[src/rtl/uart_rx_param.sv]
`default_nettype none
// ============================================================================
// Module   : uart_rx_param
// Brief    : Parametrised UART receiver with start-glitch rejection, stop-bit
//            framing check and one-cycle valid strobe. Define UART_RX_PARITY_EN
//            to expect one parity bit after the data bits.
// Revision : 1.0 - initial release
// ============================================================================
module uart_rx_param #(
  parameter int CLK_FREQ   = 100000000,
  parameter int BAUD       = 9600,
  parameter int DATA_BITS  = 8,
  parameter int STOP_BITS  = 1,
  parameter int PARITY_ODD = 0
) (
  input  logic                 iClk,
  input  logic                 iRst,
  input  logic                 iRX,
  output logic [DATA_BITS-1:0] oData,
  output logic                 oValid,
  output logic                 oFrameErr,
  output logic                 oParityErr,
  output logic                 oBusy
);

  localparam int c_CPB   = CLK_FREQ / BAUD;
  localparam int c_HALF  = c_CPB / 2;
  localparam int c_CNT_W = $clog2(c_CPB);
  localparam int c_IDX_W = $clog2(DATA_BITS + 1);

  localparam logic [c_CNT_W-1:0] c_CNT_LAST = c_CNT_W'(c_CPB - 1);
  localparam logic [c_CNT_W-1:0] c_CNT_HALF = c_CNT_W'(c_HALF - 1);
  localparam logic [c_IDX_W-1:0] c_IDX_LAST = c_IDX_W'(DATA_BITS - 1);
  localparam logic               c_STOP_LAST = 1'(STOP_BITS - 1);

  generate
    if (DATA_BITS < 5 || DATA_BITS > 9 || (STOP_BITS != 1 && STOP_BITS != 2) ||
        PARITY_ODD < 0 || PARITY_ODD > 1 || c_CPB < 4) begin : g_param_check
      $error("uart_rx_param: illegal parameter set");
    end
  endgenerate

`ifdef UART_RX_PARITY_EN
  typedef enum logic [2:0] {
    S_IDLE   = 3'd0,
    S_START  = 3'd1,
    S_DATA   = 3'd2,
    S_STOP   = 3'd3,
    S_PARITY = 3'd4
  } state_t;
`else
  typedef enum logic [2:0] {
    S_IDLE  = 3'd0,
    S_START = 3'd1,
    S_DATA  = 3'd2,
    S_STOP  = 3'd3
  } state_t;
`endif

  state_t               r_state, w_state_nxt;
  logic [c_CNT_W-1:0]   r_cnt, w_cnt_nxt;
  logic [c_IDX_W-1:0]   r_idx, w_idx_nxt;
  logic [DATA_BITS-1:0] r_shift, w_shift_nxt;
  logic                 r_stop_idx, w_stop_idx_nxt;
  logic                 r_ferr, w_ferr_nxt;
  logic                 w_done;
`ifdef UART_RX_PARITY_EN
  logic                 r_par, w_par_nxt;
`endif

  // Line synchronizer plus history flop; idle-high reset avoids a false edge.
  logic r_sync1, r_rx_s, r_rx_hist;
  logic w_fall;

  always_ff @(posedge iClk) begin
    if (iRst) begin
      r_sync1   <= 1'b1;
      r_rx_s    <= 1'b1;
      r_rx_hist <= 1'b1;
    end else begin
      r_sync1   <= iRX;
      r_rx_s    <= r_sync1;
      r_rx_hist <= r_rx_s;
    end
  end

  assign w_fall = r_rx_hist & ~r_rx_s;

  always_ff @(posedge iClk) begin
    if (iRst) begin
      r_state    <= S_IDLE;
      r_cnt      <= '0;
      r_idx      <= '0;
      r_shift    <= '0;
      r_stop_idx <= 1'b0;
      r_ferr     <= 1'b0;
    end else begin
      r_state    <= w_state_nxt;
      r_cnt      <= w_cnt_nxt;
      r_idx      <= w_idx_nxt;
      r_shift    <= w_shift_nxt;
      r_stop_idx <= w_stop_idx_nxt;
      r_ferr     <= w_ferr_nxt;
    end
  end

`ifdef UART_RX_PARITY_EN
  always_ff @(posedge iClk) begin
    if (iRst) begin
      r_par <= 1'b0;
    end else begin
      r_par <= w_par_nxt;
    end
  end
`endif

  always_comb begin
    w_state_nxt    = r_state;
    w_cnt_nxt      = r_cnt + 1'b1;
    w_idx_nxt      = r_idx;
    w_shift_nxt    = r_shift;
    w_stop_idx_nxt = r_stop_idx;
    w_ferr_nxt     = r_ferr;
    w_done         = 1'b0;
`ifdef UART_RX_PARITY_EN
    w_par_nxt      = r_par;
`endif
    unique case (r_state)
      S_IDLE: begin
        w_cnt_nxt = '0;
        if (w_fall) begin
          w_state_nxt = S_START;
        end
      end
      // Half a bit into the start bit: still low means a real start.
      S_START: begin
        if (r_cnt == c_CNT_HALF) begin
          w_cnt_nxt   = '0;
          w_idx_nxt   = '0;
          w_state_nxt = r_rx_s ? S_IDLE : S_DATA;
        end
      end
      S_DATA: begin
        if (r_cnt == c_CNT_LAST) begin
          w_cnt_nxt   = '0;
          w_shift_nxt = {r_rx_s, r_shift[DATA_BITS-1:1]};
          w_idx_nxt   = r_idx + 1'b1;
          if (r_idx == c_IDX_LAST) begin
            w_stop_idx_nxt = 1'b0;
            w_ferr_nxt     = 1'b0;
`ifdef UART_RX_PARITY_EN
            w_state_nxt    = S_PARITY;
`else
            w_state_nxt    = S_STOP;
`endif
          end
        end
      end
`ifdef UART_RX_PARITY_EN
      S_PARITY: begin
        if (r_cnt == c_CNT_LAST) begin
          w_cnt_nxt   = '0;
          w_par_nxt   = r_rx_s;
          w_state_nxt = S_STOP;
        end
      end
`endif
      // Leave at the middle of the last stop bit so a following start edge is seen.
      S_STOP: begin
        if (r_cnt == c_CNT_LAST) begin
          w_cnt_nxt      = '0;
          w_ferr_nxt     = r_ferr | ~r_rx_s;
          w_stop_idx_nxt = r_stop_idx + 1'b1;
          if (r_stop_idx == c_STOP_LAST) begin
            w_done      = 1'b1;
            w_state_nxt = S_IDLE;
          end
        end
      end
      default: begin
        w_state_nxt = S_IDLE;
        w_cnt_nxt   = '0;
      end
    endcase
  end

  always_ff @(posedge iClk) begin
    if (iRst) begin
      oData     <= '0;
      oValid    <= 1'b0;
      oFrameErr <= 1'b0;
      oBusy     <= 1'b0;
    end else begin
      oValid <= w_done;
      oBusy  <= (w_state_nxt != S_IDLE);
      if (w_done) begin
        oData     <= r_shift;
        oFrameErr <= w_ferr_nxt;
      end else if (oValid) begin
        oFrameErr <= 1'b0;
      end
    end
  end

`ifdef UART_RX_PARITY_EN
  always_ff @(posedge iClk) begin
    if (iRst) begin
      oParityErr <= 1'b0;
    end else if (w_done) begin
      oParityErr <= (^r_shift) ^ r_par ^ 1'(PARITY_ODD);
    end else if (oValid) begin
      oParityErr <= 1'b0;
    end
  end
`else
  assign oParityErr = 1'b0;
`endif

endmodule
`default_nettype wire
[config.mk]
export PLATFORM = sky130hd
export DESIGN_NAME = uart_rx_param
export DESIGN_NICKNAME = d
export VERILOG_FILES = /design/src/rtl/uart_rx_param.sv
export SDC_FILE = /design/constraint.sdc
export NUM_CORES = 1
export LEC_CHECK = 0
export CAP_MARGIN = 20
export CORE_MARGIN = 2
export CORE_UTILIZATION = 57
export CTS_BUF_LIST = sky130_fd_sc_hd__clkbuf_4 sky130_fd_sc_hd__clkbuf_8 sky130_fd_sc_hd__clkbuf_16
export DETAILED_ROUTE_END_ITERATION = 10
export HOLD_SLACK_MARGIN = 0.03
export PLACE_DENSITY = 0.88
export SLEW_MARGIN = 20
export SYNTH_ARGS = -nofsm -noshare
export SYNTH_HDL_FRONTEND = slang
export SYNTH_SLANG_ARGS = --single-unit
[constraint.sdc]
create_clock -name iClk -period 2.6 [get_ports iClk]
set_clock_uncertainty 0.2 [all_clocks]
set_input_delay 0.65 -clock iClk [delete_from_list [all_inputs] [get_ports iClk]]
set_output_delay 0.65 -clock iClk [all_outputs]
set_load 0.05 [all_outputs]
* Yosys cells after proc, flatten, opt, wreduce, memory -nomap -nowiden
Cells that the tools add are included.
Storage, ports and cells: register bits 45, output and inout port bits 12
Operators by class: $add $sub $neg 3, eq/ne operators 10, mux-type cells 27, bitwise gates (word level) 3, reductions and logical operators 9
Operators with widths (number):
- 14-bit 2-to-1 mux | 2
- 14-bit case mux with 2 select lines | 1
- 3-bit 2-to-1 mux | 6
- 14-bit by 1-bit adder with 14-bit output, second input constant | 1
- 14-bit by 13-bit == test with 1-bit output, second input constant | 1
- 14-bit == test, second input constant | 1
- 3-bit case mux with 4 select lines | 1
- 1-bit 2-to-1 mux | 11
- 4-bit 2-to-1 mux | 2
- 2-bit inequality test, second input constant | 4
- 4-bit case mux with 2 select lines | 1
- 3-bit by 2-bit == test with 1-bit output, second input constant | 2
- 2-bit nonzero test | 3
- 4-bit by 1-bit adder with 4-bit output, second input constant | 1
- 4-bit by 3-bit == test with 1-bit output, second input constant | 1
- 1-bit case mux with 2 select lines | 2
- 4-bit AND reduction | 1
- 3-bit by 1-bit == test with 1-bit output, second input constant | 1
- 3-bit zero test | 1
- 3-bit AND reduction | 1
- 3-bit nonzero test | 1
- 2-bit 2-to-1 mux | 1
- 2-bit AND reduction | 1
- 2-bit OR reduction | 1
- 4 further kinds | 4

* Logic depth before layout (Yosys ltp)
Gate-level depths: netlist of run 1.
depth after elaboration 5, mapped depth 7

* Worst setup path after synthesis of run 1
OpenSTA, ideal clock, no wires.
kind reg-to-reg, start point register r_cnt[4], end point register r_idx[2], library setup time 0.074 ns, arrival time 2.129 ns, setup slack 0.196 ns, cell stages (with the launch flop) 6, path buffers 1, period minus slack after synthesis 2.404 ns, cell sequence dfxtp_1 or4b_4 or4_1 buf_2 or4_1 a31oi_1
On the way: cells in the longest elaborated chain, start to end 3, elaborated cells between the ends (all ways) 5
Ends and longest elaborated chain:
- start, declared | line 61 | logic [c_CNT_W-1:0] r_cnt, w_cnt_nxt;
- start signal, assigned | line 99 | r_cnt <= w_cnt_nxt;
- 14-bit == test / 14-bit by 13-bit == test with 1-bit output (equally long branches) | line 144, 137
- 2-bit inequality test (no source line)
- 3-bit AND reduction (no source line) *
- end signal, assigned | line 100 | r_idx <= w_idx_nxt;
- end, declared | line 62 | logic [c_IDX_W-1:0] r_idx, w_idx_nxt;
Mark *: on every way between the ends. The rest lies on a longest branch, timed or not. A chain may end at the register's enable or synchronous reset.

* Worst setup path in the final report of run 1
start point register r_cnt[6], end point register r_idx[2]
Same word-level chain as after synthesis.

==> impl_metrics.ini, run 1 <==
[min_path]
holdPathStages = 1
hold-path-endpoint = r_rx_s$_SDFF_PP1_
min_from = r_sync1$_SDFF_PP1_
worstHoldPathType = reg -> reg

[global_routing]
grt.overflow.total = 0
use_met3_pct = 4.86
grt_max_degree = 29
grt_pass1_wl_um = 7110
use_met2_pct = 38.7
antenna_found_initial = 0
grt_use_total_pct = 22.2
grt_pass1_vias = 1585
grt_busiest_layer = met2
grtUsageMet1_pct = 27.6

[clocking]
ctsResizeCount = 0
clk_path_buf_depth = 2
htreeDepth = 2
cts-root-buf = clkbuf_4
numClockSinks = 45
cts_tree = built
worstSkewPairLatency_ps = 360
post-cts-setup-buffers = 0
cts_made_buffers = 5
clkSlewWorstSetupHoldPaths_ps = 120
ctsHoldBuffers = 0

[worst_setup_path]
reg2reg_to = r_idx[2]$_SDFFE_PP0P_
r2r_start = r_cnt[6]$_SDFF_PP0_
cp_common_cell = or4_1
slowest_delay_ps = 600
crit_chain = or4b_4 > or4_1 > or4_1 > a31oi_1
start_kind = flip-flop
critPathBufInv = 0
cp.arrival_ps = 2520
r2r_cells = 4
crit_family = simple AND/OR/NAND/NOR gates
end_kind = flip-flop
critPathKind = reg -> reg
cp.required_ps = 2690
r2r_slack_ps = 170
cp_max_fo = 5
critPathSlowestCell = or4_1

[timing]
whs_ps = 221
finalCritPeriodShare_pct = 93.5
fmax_ghz = 0.411
slew_viol_final = 0
worst_slew_pin_slew_ps = 505
fin_tns_setup_ps = 0
slew-limit-headroom_pct = 66.2
min_period_ps = 2430
fin_ws_ps = 170
setup_viol = 0
hold_viol = 0
rsz0062_at_grt = no

[routing]
drc = 0
dr.pass1.iters = 4
drt_iter0_drc = 119
finalWirelength_um = 3970
ant_nets = 0
drt-wirelength-per-cell_um = 13.9
vias_per_cell = 6.01
vias = 1714

[pwr]
leakagePower_nw = 0.705
power_density_mw_per_mm2 = 507
power_mw = 1.13
peakVddDrop_mv = 0.335

[floorplan]
fp.dieW_um = 62.8
design.die.area_mm2 = 0.00394
fp.dieH_um = 62.8
fp.coreArea_mm2 = 0.00334
rows = 21
num_io_pins = 15
start_util_pct = 59.0

[run_status]
outcome = finished, final reports clean

[yosys]
synth-async-reset-ratio_pct = 0
ys_warn_count = 0
seq_area_frac_synth_pct = 45.8
syn_area_per_cell_um2 = 8.75
synthFlopType = dfxtp_1
yosysUniqueCellTypes = 43
synth.most_common_cell = dfxtp_1
synth-seq-cells = 45
synthTopCellsByArea = dfxtp_1 46%, nand3_1 6.4%, o21ai_0 5.3%
synth.top_cells.by_count = 45 x dfxtp_1, 25 x nand3_1, 21 x o21ai_0
synth_edf_count = 0
synth_top_area_share_pct = 45.8
synth_area_mm2 = 0.00197
synthCells = 225
synth_area_leader_cell = dfxtp_1

[placed_design]
dp_slack_ps = 210
dp.cells = 278
portBuffers = 13
place_hpwl_um = 2720
postPlaceCellArea_mm2 = 0.00216
place_congestion = 0.825

[cells_and_area]
syn_to_final_growth_pct = 13.5
drive_gt1_share_pct = 11.3
fin_area_mm2 = 0.00223
nets = 244
stdcell_count = 285
fin_util_pct = 66.9
diodes = 0

[flow_run]
maxCapViolCount = 0
==> worst max path at each step <==
| stage | endpoint | startpoint | cells after the start |
|---|---|---|---|
| 6_report | r_idx[2]$_SDFFE_PP0P_ | r_cnt[6]$_SDFF_PP0_ | 4 |
| 2_1_floorplan | r_idx[2]$_SDFFE_PP0P_ | r_cnt[4]$_SDFF_PP0_ | 5 |
| 3_3_place_gp | r_idx[2]$_SDFFE_PP0P_ | r_cnt[6]$_SDFF_PP0_ | 4 |
| 5_1_grt | r_idx[1]$_SDFFE_PP0P_ | r_cnt[6]$_SDFF_PP0_ | 5 |
| 3_5_place_dp | r_idx[1]$_SDFFE_PP0P_ | r_cnt[6]$_SDFF_PP0_ | 5 |
| 4_1_cts | r_idx[1]$_SDFFE_PP0P_ | r_cnt[6]$_SDFF_PP0_ | 5 |
==> logic make-up (layout without fill, tap and decap cells) <==
logic type | count (synthesis) | count (layout) | share of synthesized area (%)
adders and majority gates | 2 | 2 | 1.27
other | 1 | 2 | 0.191
and+or+nand+nor | 88 | 88 | 26.2
AOI/OAI and AO/OA | 55 | 55 | 16.7
muxes | 1 | 1 | 0.509
buffers and inverters | 22 | 35 | 4.51
xor gates and xnor gates | 11 | 11 | 4.89
DFF | 45 | 45 | 45.8
==> per-layer routing <==
metal | vias up | routed length (µm) | part of all wire (%)
li1 | 850 | - | -
met1 | 814 | 1790 | 45
met2 | 44 | 1970 | 50
met3 | 6 | 174 | 4.4
met4 | 0 | 34 | 0.86
met5 | - | 0 | 0
==> report_power, final <==
part	total, mW	switching [mW]	leakage (nW)	internal, mW
logic	0.0278	0.0192	0.300	0.00859
registers	0.696	0.00294	0.363	0.693
clock network	0.410	0.214	0.0410	0.196
total	1.13	0.236	0.705	0.897
==> layout by cell type, fill, tap and decap left out, drive strengths merged, types with 2 or more instances in the layout <==
master / instances
and4: 2
and3b: 2
xnor2: 5
a21oi: 18
ha: 2
nand3: 25
dfxtp: 45
clkdlybuf4s50: 13
or2: 5
a31oi: 2
nor4: 4
nor2: 4
o22ai: 2
a311oi: 3
inv: 6
nand2b: 3
buf: 9
conb: 2
or3b: 3
a211oi: 2
nand4: 4
nor3: 14
nor2b: 2
or4: 4
and2: 2
nand3b: 2
o21ai: 21
xor2: 6
clkbuf: 5
nand2: 7
==> area by class of cell <==
type                       instances  area (µm²)
multi-input combinational        159         982
sequential                        45         901
clock inverter                     2        35.0
fill                             309        1100
inverter                           6        22.5
tap                               46        57.6
timing repair buffer              22         198
clock buffer                       5        37.5
==> state kept, by name, summed over array words and instances, names as in the netlist <==
| signal | cells |
|---|---|
| r_cnt | 14 |
| oData | 8 |
| r_shift | 8 |
| r_idx | 4 |
| r_state | 3 |
| oBusy | 1 |
| oFrameErr | 1 |
| oValid | 1 |
| r_ferr | 1 |
| r_rx_hist | 1 |
| r_rx_s | 1 |
| r_stop_idx | 1 |
| r_sync1 | 1 |
No activity file was read; power rests on OpenSTA's default activity.
==> inputs of run 2 (changes only) <==
--- a/config.mk
+++ b/config.mk
@@ -5,14 +5,15 @@
 export SDC_FILE = /design/constraint.sdc
 export NUM_CORES = 1
 export LEC_CHECK = 0
+export ABC_AREA = 1
 export CAP_MARGIN = 20
 export CORE_MARGIN = 2
 export CORE_UTILIZATION = 57
 export CTS_BUF_LIST = sky130_fd_sc_hd__clkbuf_4 sky130_fd_sc_hd__clkbuf_8 sky130_fd_sc_hd__clkbuf_16
+export CTS_CLUSTER_SIZE = 10
 export DETAILED_ROUTE_END_ITERATION = 10
 export HOLD_SLACK_MARGIN = 0.03
 export PLACE_DENSITY = 0.88
-export SLEW_MARGIN = 20
 export SYNTH_ARGS = -nofsm -noshare
 export SYNTH_HDL_FRONTEND = slang
 export SYNTH_SLANG_ARGS = --single-unit
==> impl_metrics.ini, run 2 <==
[floorplan]
start_util_pct = 59.8
fp.dieH_um = 63.4
fp.coreArea_mm2 = 0.00336
design.die.area_mm2 = 0.00402
num_io_pins = 15
rows = 21
fp.dieW_um = 63.4

[yosys]
synthTopCellsByArea = dfxtp_1 45%, nand2_1 8.8%, nor2_1 6.5%
synth_area_mm2 = 0.00201
synth-async-reset-ratio_pct = 0
synthFlopType = dfxtp_1
ys_warn_count = 0
synth_edf_count = 0
seq_area_frac_synth_pct = 44.8
synth.most_common_cell = nand2_1
yosysUniqueCellTypes = 33
syn_area_per_cell_um2 = 7.51
synth_area_leader_cell = dfxtp_1
synthCells = 268
synth-seq-cells = 45
synth_top_area_share_pct = 44.8
synth.top_cells.by_count = 47 x nand2_1, 45 x dfxtp_1, 35 x nor2_1

[timing]
fin_ws_ps = 222
slew-limit-headroom_pct = 65.9
rsz0062_at_grt = no
finalCritPeriodShare_pct = 91.4
fin_tns_setup_ps = 0
fmax_ghz = 0.421
hold_viol = 0
setup_viol = 0
worst_slew_pin_slew_ps = 509
min_period_ps = 2380
slew_viol_final = 0

[worst_setup_path]
start_kind = flip-flop
critPathSlowestCell = clkdlybuf4s50_1
critPathBufInv = 1
cp.arrival_ps = 1530
crit_chain = clkdlybuf4s50_1
crit_family = buffers and inverters
critPathKind = reg -> out
cp.required_ps = 1750
cp_max_fo = 2
end_kind = output port
slowest_delay_ps = 810

[routing]
dr.pass1.iters = 4
ant_nets = 0
drc = 0
drt-wirelength-per-cell_um = 11.1
vias_per_cell = 5.07
drt_iter0_drc = 72
vias = 1677
finalWirelength_um = 3670

[clocking]
cts_made_buffers = 5
clkSlewWorstSetupHoldPaths_ps = 120
cts-root-buf = clkbuf_4
ctsResizeCount = 0
worstSkewPairLatency_ps = 350
numClockSinks = 45
ctsHoldBuffers = 0
htreeDepth = 2
post-cts-setup-buffers = 0
cts_tree = built
clk_path_buf_depth = 2

[pwr]
p_sw_mw = 0.236
power_mw = 1.07
power_density_mw_per_mm2 = 480
seqPwrFrac_pct = 65.0
clockPowerShare_pct = 32.6
leakagePower_nw = 0.872
peakVddDrop_mv = 0.428
pwr-share-comb_pct = 2.4
p_int_mw = 0.833
swShare_pct = 22.1

[cells_and_area]
multi_input_area_um2 = 928
layout_commonest_cell = nand2_1
largest_register_ffs = 14
seqCellArea_um2 = 901
drive_gt1_share_pct = 10.5
top_regs = r_cnt x14, oData x8, r_shift x8
fin_area_mm2 = 0.00223
fillers = 302
syn_to_final_growth_pct = 10.8
diodes = 0
nets = 289
final_cell_mix = 47 x nand2_1, 45 x dfxtp_1, 35 x nor2_1
largest_register = r_cnt
stdcell_count = 331

[global_routing]
grt_use_total_pct = 20.5
grt_pass1_wl_um = 6510
grt_pass1_vias = 1558
grt_max_degree = 20
grt.overflow.total = 0
antenna_found_initial = 0

[placed_design]
postPlaceCellArea_mm2 = 0.00216
portBuffers = 13
place_congestion = 0.811
place_hpwl_um = 2640
dp.cells = 323
dp_slack_ps = 366

[run_status]
outcome = finished, final reports clean

[flow_run]
maxCapViolCount = 0

[min_path]
worstHoldPathType = reg -> reg
## run 2: cell count changes after synthesis, moves of 4 or more
cell,delta
nand2_1,+40
nor2_1,+31
inv_1,+25
clkbuf_1,-12
nand3_1,-10
nor3_1,-10
a21oi_1,+7
inv_2,+6
xnor2_1,-5
nor4_1,-4
or4_1,-4
## run 2: cells by family (layout without fill, tap and decap cells)
| logic type | after synthesis | after routing | synth area share (%) |
|---|---|---|---|
| buffers and inverters | 43 | 59 | 9.27 |
| DFF | 45 | 45 | 44.8 |
| xor gates and xnor gates | 7 | 7 | 3.05 |
| AOI/OAI and AO/OA | 48 | 48 | 12.4 |
| and+or+nand+nor | 122 | 122 | 29.0 |
| adders and majority gates | 2 | 2 | 1.24 |
| other | 1 | 2 | 0.186 |
## run 2: per-stage QoR
step | hold slack, ps | util, %
after detailed placement | 199 | 64.3
after floorplan | 189 | -
after global routing | 246 | 66.3
after global placement | 193 | 64.3
final | 228 | 66.3
after CTS | 231 | 66.3
## run 2: worst paths after layout
kind / startpoint / to / slack [ps] / cells after the start
max: oData[7]$_SDFFE_PP0P_ / oData[7] / 220 / 1
max reg2reg: r_cnt[0]$_SDFF_PP0_ / r_idx[0]$_SDFFE_PP0P_ / 670 / 8
min: r_sync1$_SDFF_PP1_ / r_rx_s$_SDFF_PP1_ / 230 / 1
min reg2reg: r_sync1$_SDFF_PP1_ / r_rx_s$_SDFF_PP1_ / 230 / 1
## run 2: power groups by stage
stage               clock [mW]  sequential [mW]  combinational (mW)
floorplan                    0            0.711              0.0182
global placement             0            0.711              0.0254
detailed placement           0            0.711              0.0258
CTS                      0.360            0.696              0.0262
global route             0.390            0.696              0.0291
finish                   0.348            0.696              0.0260
## run 2: cell type report
cell class	instances	area share, %
Clock buffer	6	2.30
Tap cell	46	2.58
Multi-Input combinational cell	181	41.7
Timing Repair Buffer	14	6.18
Inverter	37	6.23
Clock inverter	2	0.618
Sequential cell	45	40.4
## run 2: metal layers
metal	track usage (%)	vias up	part of all wire (%)
met3	5.54	16	4.8
met2	34.1	43	47
li1	-	881	-
met4	10.6	0	2.8
met1	24.1	737	46
met5	0	-	0
==> inputs of run 3 (changes only) <==
--- a/config.mk
+++ b/config.mk
@@ -6,7 +6,6 @@
 export NUM_CORES = 1
 export LEC_CHECK = 0
 export ABC_AREA = 1
-export CAP_MARGIN = 20
 export CORE_MARGIN = 2
 export CORE_UTILIZATION = 57
 export CTS_BUF_LIST = sky130_fd_sc_hd__clkbuf_4 sky130_fd_sc_hd__clkbuf_8 sky130_fd_sc_hd__clkbuf_16
==> results of run 3 <==
No change in the layout: final DEF, timing and power equal those of run 2.
==> patch 1 (flow settings as in run 2) <==
Build with the macro `UART_RX_PARITY_EN` defined.
--- a/src/rtl/uart_rx_param.sv
+++ b/src/rtl/uart_rx_param.sv
@@ -6,6 +6,8 @@
 //            to expect one parity bit after the data bits.
 // Revision : 1.0 - initial release
 // ============================================================================
+`define UART_RX_PARITY_EN
+
 module uart_rx_param #(
   parameter int CLK_FREQ   = 100000000,
   parameter int BAUD       = 9600,
Function: no difference found for any inputs over 10 cycles, from zero or initial values and one cycle with iRst high; that may be too few to reach the edited logic, so the function may still have changed.
==> patch 1 against run 2 <==
Sequential share of layout area is 5.6 points lower; worst setup slack better by 0.045 ns; design area rose by 21%; power increased by 25%; wire length up 35%; area after synthesis rose by 19%; non-clock buffer count increased by 1; sequential cell count grew 2; fmax increased by 1.9%; critical path type unchanged; largest cell class unchanged; largest power group unchanged.
==> patch 1: results (changes against run 2) <==
metric,value,unit,change
CP peak stage delay,0.82,ns,
post-CTS sizing,0,,unchanged
CTS buffer count,5,,unchanged
"Slew Viols, Final",0,,unchanged
worst flop-to-flop path startpoint,r_cnt[0]$_SDFF_PP0_,,
Slew @ Worst Pin,0.5533,ns,+0.04387 ns
Met1 Wirelength,2.357,mm,+41%
Leak,1.157,nW,+33%
clock latency on the worst-skew pair,0.31,ns,-0.04 ns
Final HPWL DP,3.491,mm,+32%
Antenna Cells,0,,unchanged
Worst setup startpoint,oParityErr$_SDFFE_PP0P_,,
CP max stage cell,clkdlybuf4s50_1,,
Async SR Flop Fraction,0,,unchanged
htree depth,2,,unchanged
initial antenna violation count,0,,unchanged
Fillers,359,,+19%
gpl congestion,0.9266,,+14%
Critical Path AT,1.48,ns,-0.05 ns
clk buf depth,2,,unchanged
biggest regs,"r_cnt: 14 flops, oData: 8 flops, r_shift: 8 flops",,
Post CTS Setup Buffer Count,0,,unchanged
critical path's top delay family,buffers and inverters,,
clk root buf,clkbuf_8,,
Hold Path Class,reg -> reg,,
routed len/inst,12.09,µm,+8.9%
drt pass-1 iters,4,,unchanged
largest net degree at the start of global routing,24,,+20%
first-pass GRT wire length,8.155,mm,+25%
final net count,365,,+26%
DRT iter0 DRCs,187,,+160%
synth top area cells,"dfxtp_1 (39%), nand2_1 (13%), nor2_1 (7.5%)",,
vias in the first global route,1966,,+26%
layout cell share with drive strength beyond 1,0.1136,,+0.008310
Clock Pin Slew Worst Setup and Hold Paths,0.09,ns,-0.03 ns
synth warn,0,,unchanged
Tot GR Track Use,0.2307,,+0.02558
top sig layer,met4,,
met3 routed WL,291,µm,+65%
Post-Syn Nets,348,,
placed inst area,2581,µm²,+19%
Hold Crit Start,r_sync1$_SDFF_PP1_,,
metal2 WL,2.221,mm,+29%
Netlist cell types,35,,+6.1%
VDD IR-drop max,356.1,µV,-17%
sequential area share after synthesis,0.3921,,-0.05569
synth cell count leaders,"nand2_1 (82), nor2_1 (48), dfxtp_1 (47)",,
outcome,"complete, no violations",,
PortBufs,14,,+1
worst-path maximum fanout,2,,unchanged
max cap viols,0,,unchanged
Vias,2203,,+31%
## patch 1: cell types whose count changed in the layout (fill, tap and decap cells not counted), moves of 6 or more
cell and change:
nand2_1 +35, nor2_1 +13, a21oi_1 -8, inv_1 +13, nand3_1 +6
## patch 1: worst paths after layout
path | endpoint | slack, ns | cells past startpoint
worst min-delay path | r_rx_s$_SDFF_PP1_ | 0.22 | 1
worst max register to register | oData[4]$_SDFFE_PP0P_ | 0.60 | 9
worst min register to register | r_rx_s$_SDFF_PP1_ | 0.22 | 1
worst max-delay path | oParityErr | 0.27 | 1
## patch 1: kinds of logic after synthesis
| logic type | after synthesis | synth area share |
|---|---|---|
| AND/OR/NAND/NOR | 190 | 0.3874 |
| AO/OA/AOI/OAI | 44 | 0.09958 |
| flip-flops | 47 | 0.3921 |
| adder cells (fa/ha/maj) | 2 | 0.01043 |
| XOR/XNOR | 6 | 0.02190 |
| buffers and inverters | 54 | 0.08863 |
## patch 1: report_power, final
group          internal (mW)  switching (mW)  total [mW]
Sequential             0.724         0.00237       0.726
Clock                  0.316           0.259       0.575
Combinational         0.0129          0.0230      0.0359
Total                   1.05           0.284        1.34
## patch 1: stage by stage
stage / setup slack [ns] / util / hold WS, ns / cells / power (mW)
final: 0.2671 / 0.6708 / 0.2235 / 411 / 1.337
after global routing: 0.2420 / 0.6708 / 0.2445 / 411 / 1.375
after CTS: 0.2600 / 0.6708 / 0.2245 / 411 / 1.339
after detailed placement: 0.3284 / 0.6407 / 0.2022 / 403 / 0.7781
after global placement: 0.3502 / 0.6407 / 0.2034 / 403 / 0.7777
after floorplan: 0.8901 / - / 0.1895 / 343 / 0.7684
## patch 1: routing by layer
layer	global-route usage	vias up
li1	-	1123
met3	0.05357	11
met2	0.3558	75
met4	0.09069	0
met1	0.3124	994
met5	0	-
## patch 1: area by class of cell
| class | count | area [µm²] | share of cell area |
|---|---|---|---|
| multi-input combinational | 242 | 1246 | 0.4611 |
| sequential | 47 | 940.9 | 0.3481 |
| inverter | 49 | 183.9 | 0.06806 |
| timing repair buffer | 15 | 147.6 | 0.05463 |
| clock buffer | 6 | 82.58 | 0.03056 |
| tap | 50 | 62.56 | 0.02315 |
| clock inverter | 2 | 38.79 | 0.01435 |
==> patch 2 (settings of run 2) <==
Without the edit above. Encoding of `state_t`: now one-hot (4 bits for 4 states).
--- a/src/rtl/uart_rx_param.sv
+++ b/src/rtl/uart_rx_param.sv
@@ -49,11 +49,11 @@
     S_PARITY = 3'd4
   } state_t;
 `else
-  typedef enum logic [2:0] {
-    S_IDLE  = 3'd0,
-    S_START = 3'd1,
-    S_DATA  = 3'd2,
-    S_STOP  = 3'd3
+  typedef enum logic [3:0] {
+    S_IDLE  = 4'b0001,
+    S_START = 4'b0010,
+    S_DATA  = 4'b0100,
+    S_STOP  = 4'b1000
   } state_t;
 `endif
 
Check against the original RTL: same outputs for any inputs over 10 cycles, from zero or initial values and one cycle with iRst high; not proved beyond that.
==> patch 2 against run 2 <==
Non-clock buffer count stayed put; wire length grew 0.38%; design area is 2.0% higher; largest power group unchanged; fmax shrank 1.4%; area after synthesis grew 1.7%; sequential cell count is 1 higher; power up 2.3%; worst setup slack got worse by 0.034 ns.
==> patch 2: results (changes against run 2) <==
metric,value,unit,change
Synth Area in Compound Gates,0.05749,,-0.06689
synth cell count leaders,"nand2_1 (78), dfxtp_1 (46), nor2_1 (37)",,
vias in the first global route,1502,,-3.6%
register area,920.9,µm²,+2.2%
Adder-Cell Fraction of Synth Area,0.01223,,-0.0002054
largest net degree at the start of global routing,18,,-10%
Synth Area in XOR/XNOR,0.04281,,+0.01234
Via-to-Cell Ratio,5.032,,-0.67%
final net count,298,,+3.1%
fin cells,340,,+2.7%
VDD IR-drop max,276.9,µV,-35%
outcome,"complete, no violations",,
R2R Setup Slk,0.51,ns,-0.16 ns
Tot GR Track Use,0.1984,,-0.006652
Final HPWL DP,2.704,mm,+2.4%
dpl cells,332,,+2.8%
Syn Inst Count,277,,+3.4%
final hold slack,0.2294,ns,+0.001811 ns
Sw Ratio,0.2342,,+0.01338
met2 Use GR,0.2982,,-0.04261
sequential area share after synthesis,0.4502,,+0.002392
layout cell share with drive strength beyond 1,0.09184,,-0.01343
routed wire length,3.686,mm,+0.38%
met3 usage,0.04930,,-0.006061
first-pass GRT wire length,6.382,mm,-1.9%
synth top area cells,"dfxtp_1 (45%), nand2_1 (14%), nor2_1 (6.8%)",,
Worst setup startpoint,oFrameErr$_SDFFE_PP0P_,,
Critical Path AT,1.56,ns,+0.03 ns
gpl congestion,0.8638,,+6.5%
GR Layer Usage met1,0.2648,,+0.02335
Leak,0.9090,nW,+4.2%
-- patch 2: changes by cell type after synthesis, moves of 2 or more --
cell | before | now
nor2_1 | 35 | 37
a21oi_1 | 25 | 16
nand4_1 | 6 | 4
xor2_1 | 7 | 9
o21ai_0 | 18 | 2
inv_1 | 31 | 23
nand3_1 | 15 | 22
nor2_4 | 3 | 1
buf_2 | 1 | 3
nand2_2 | 1 | 3
nand2_1 | 47 | 78
nor2_2 | 3 | 0
-- patch 2: per-layer routing --
layer	vias to the layer above	share of wire
li1	906	-
met1	758	0.50
met2	39	0.42
met3	8	0.054
met4	0	0.017
met5	-	0
-- patch 2: path summary, 6_finish.rpt --
path	endpoint	depth (start not counted)
hold / removal	r_rx_s$_SDFF_PP1_	1
hold reg to reg	r_rx_s$_SDFF_PP1_	1
setup / recovery	oFrameErr	1
setup reg to reg	r_shift[7]$_SDFFE_PP0P_	9
-- patch 2: cell families after synthesis --
family                   after synthesis
AO/OA/AOI/OAI                         22
AND/OR/NAND/NOR                      162
buffers and inverters                 34
XOR/XNOR                              10
adder cells (fa/ha/maj)                2
other                                  1
flip-flops                            46
-- patch 2: layout make-up --
class                           count  share of cell area
Tap cell                           46             0.02532
Multi-Input combinational cell    197              0.4353
Clock buffer                        6             0.01981
Inverter                           29             0.04788
Timing Repair Buffer               14             0.06054
Clock inverter                      2            0.006054
Sequential cell                    46              0.4051
-- patch 2: power by group through the flow --
stage	logic, mW	clock network [mW]	registers [mW]
floorplan	0.0240	0	0.731
global placement	0.0364	0	0.728
detailed placement	0.0372	0	0.728
CTS	0.0373	0.350	0.712
global route	0.0414	0.379	0.713
finish	0.0372	0.345	0.712
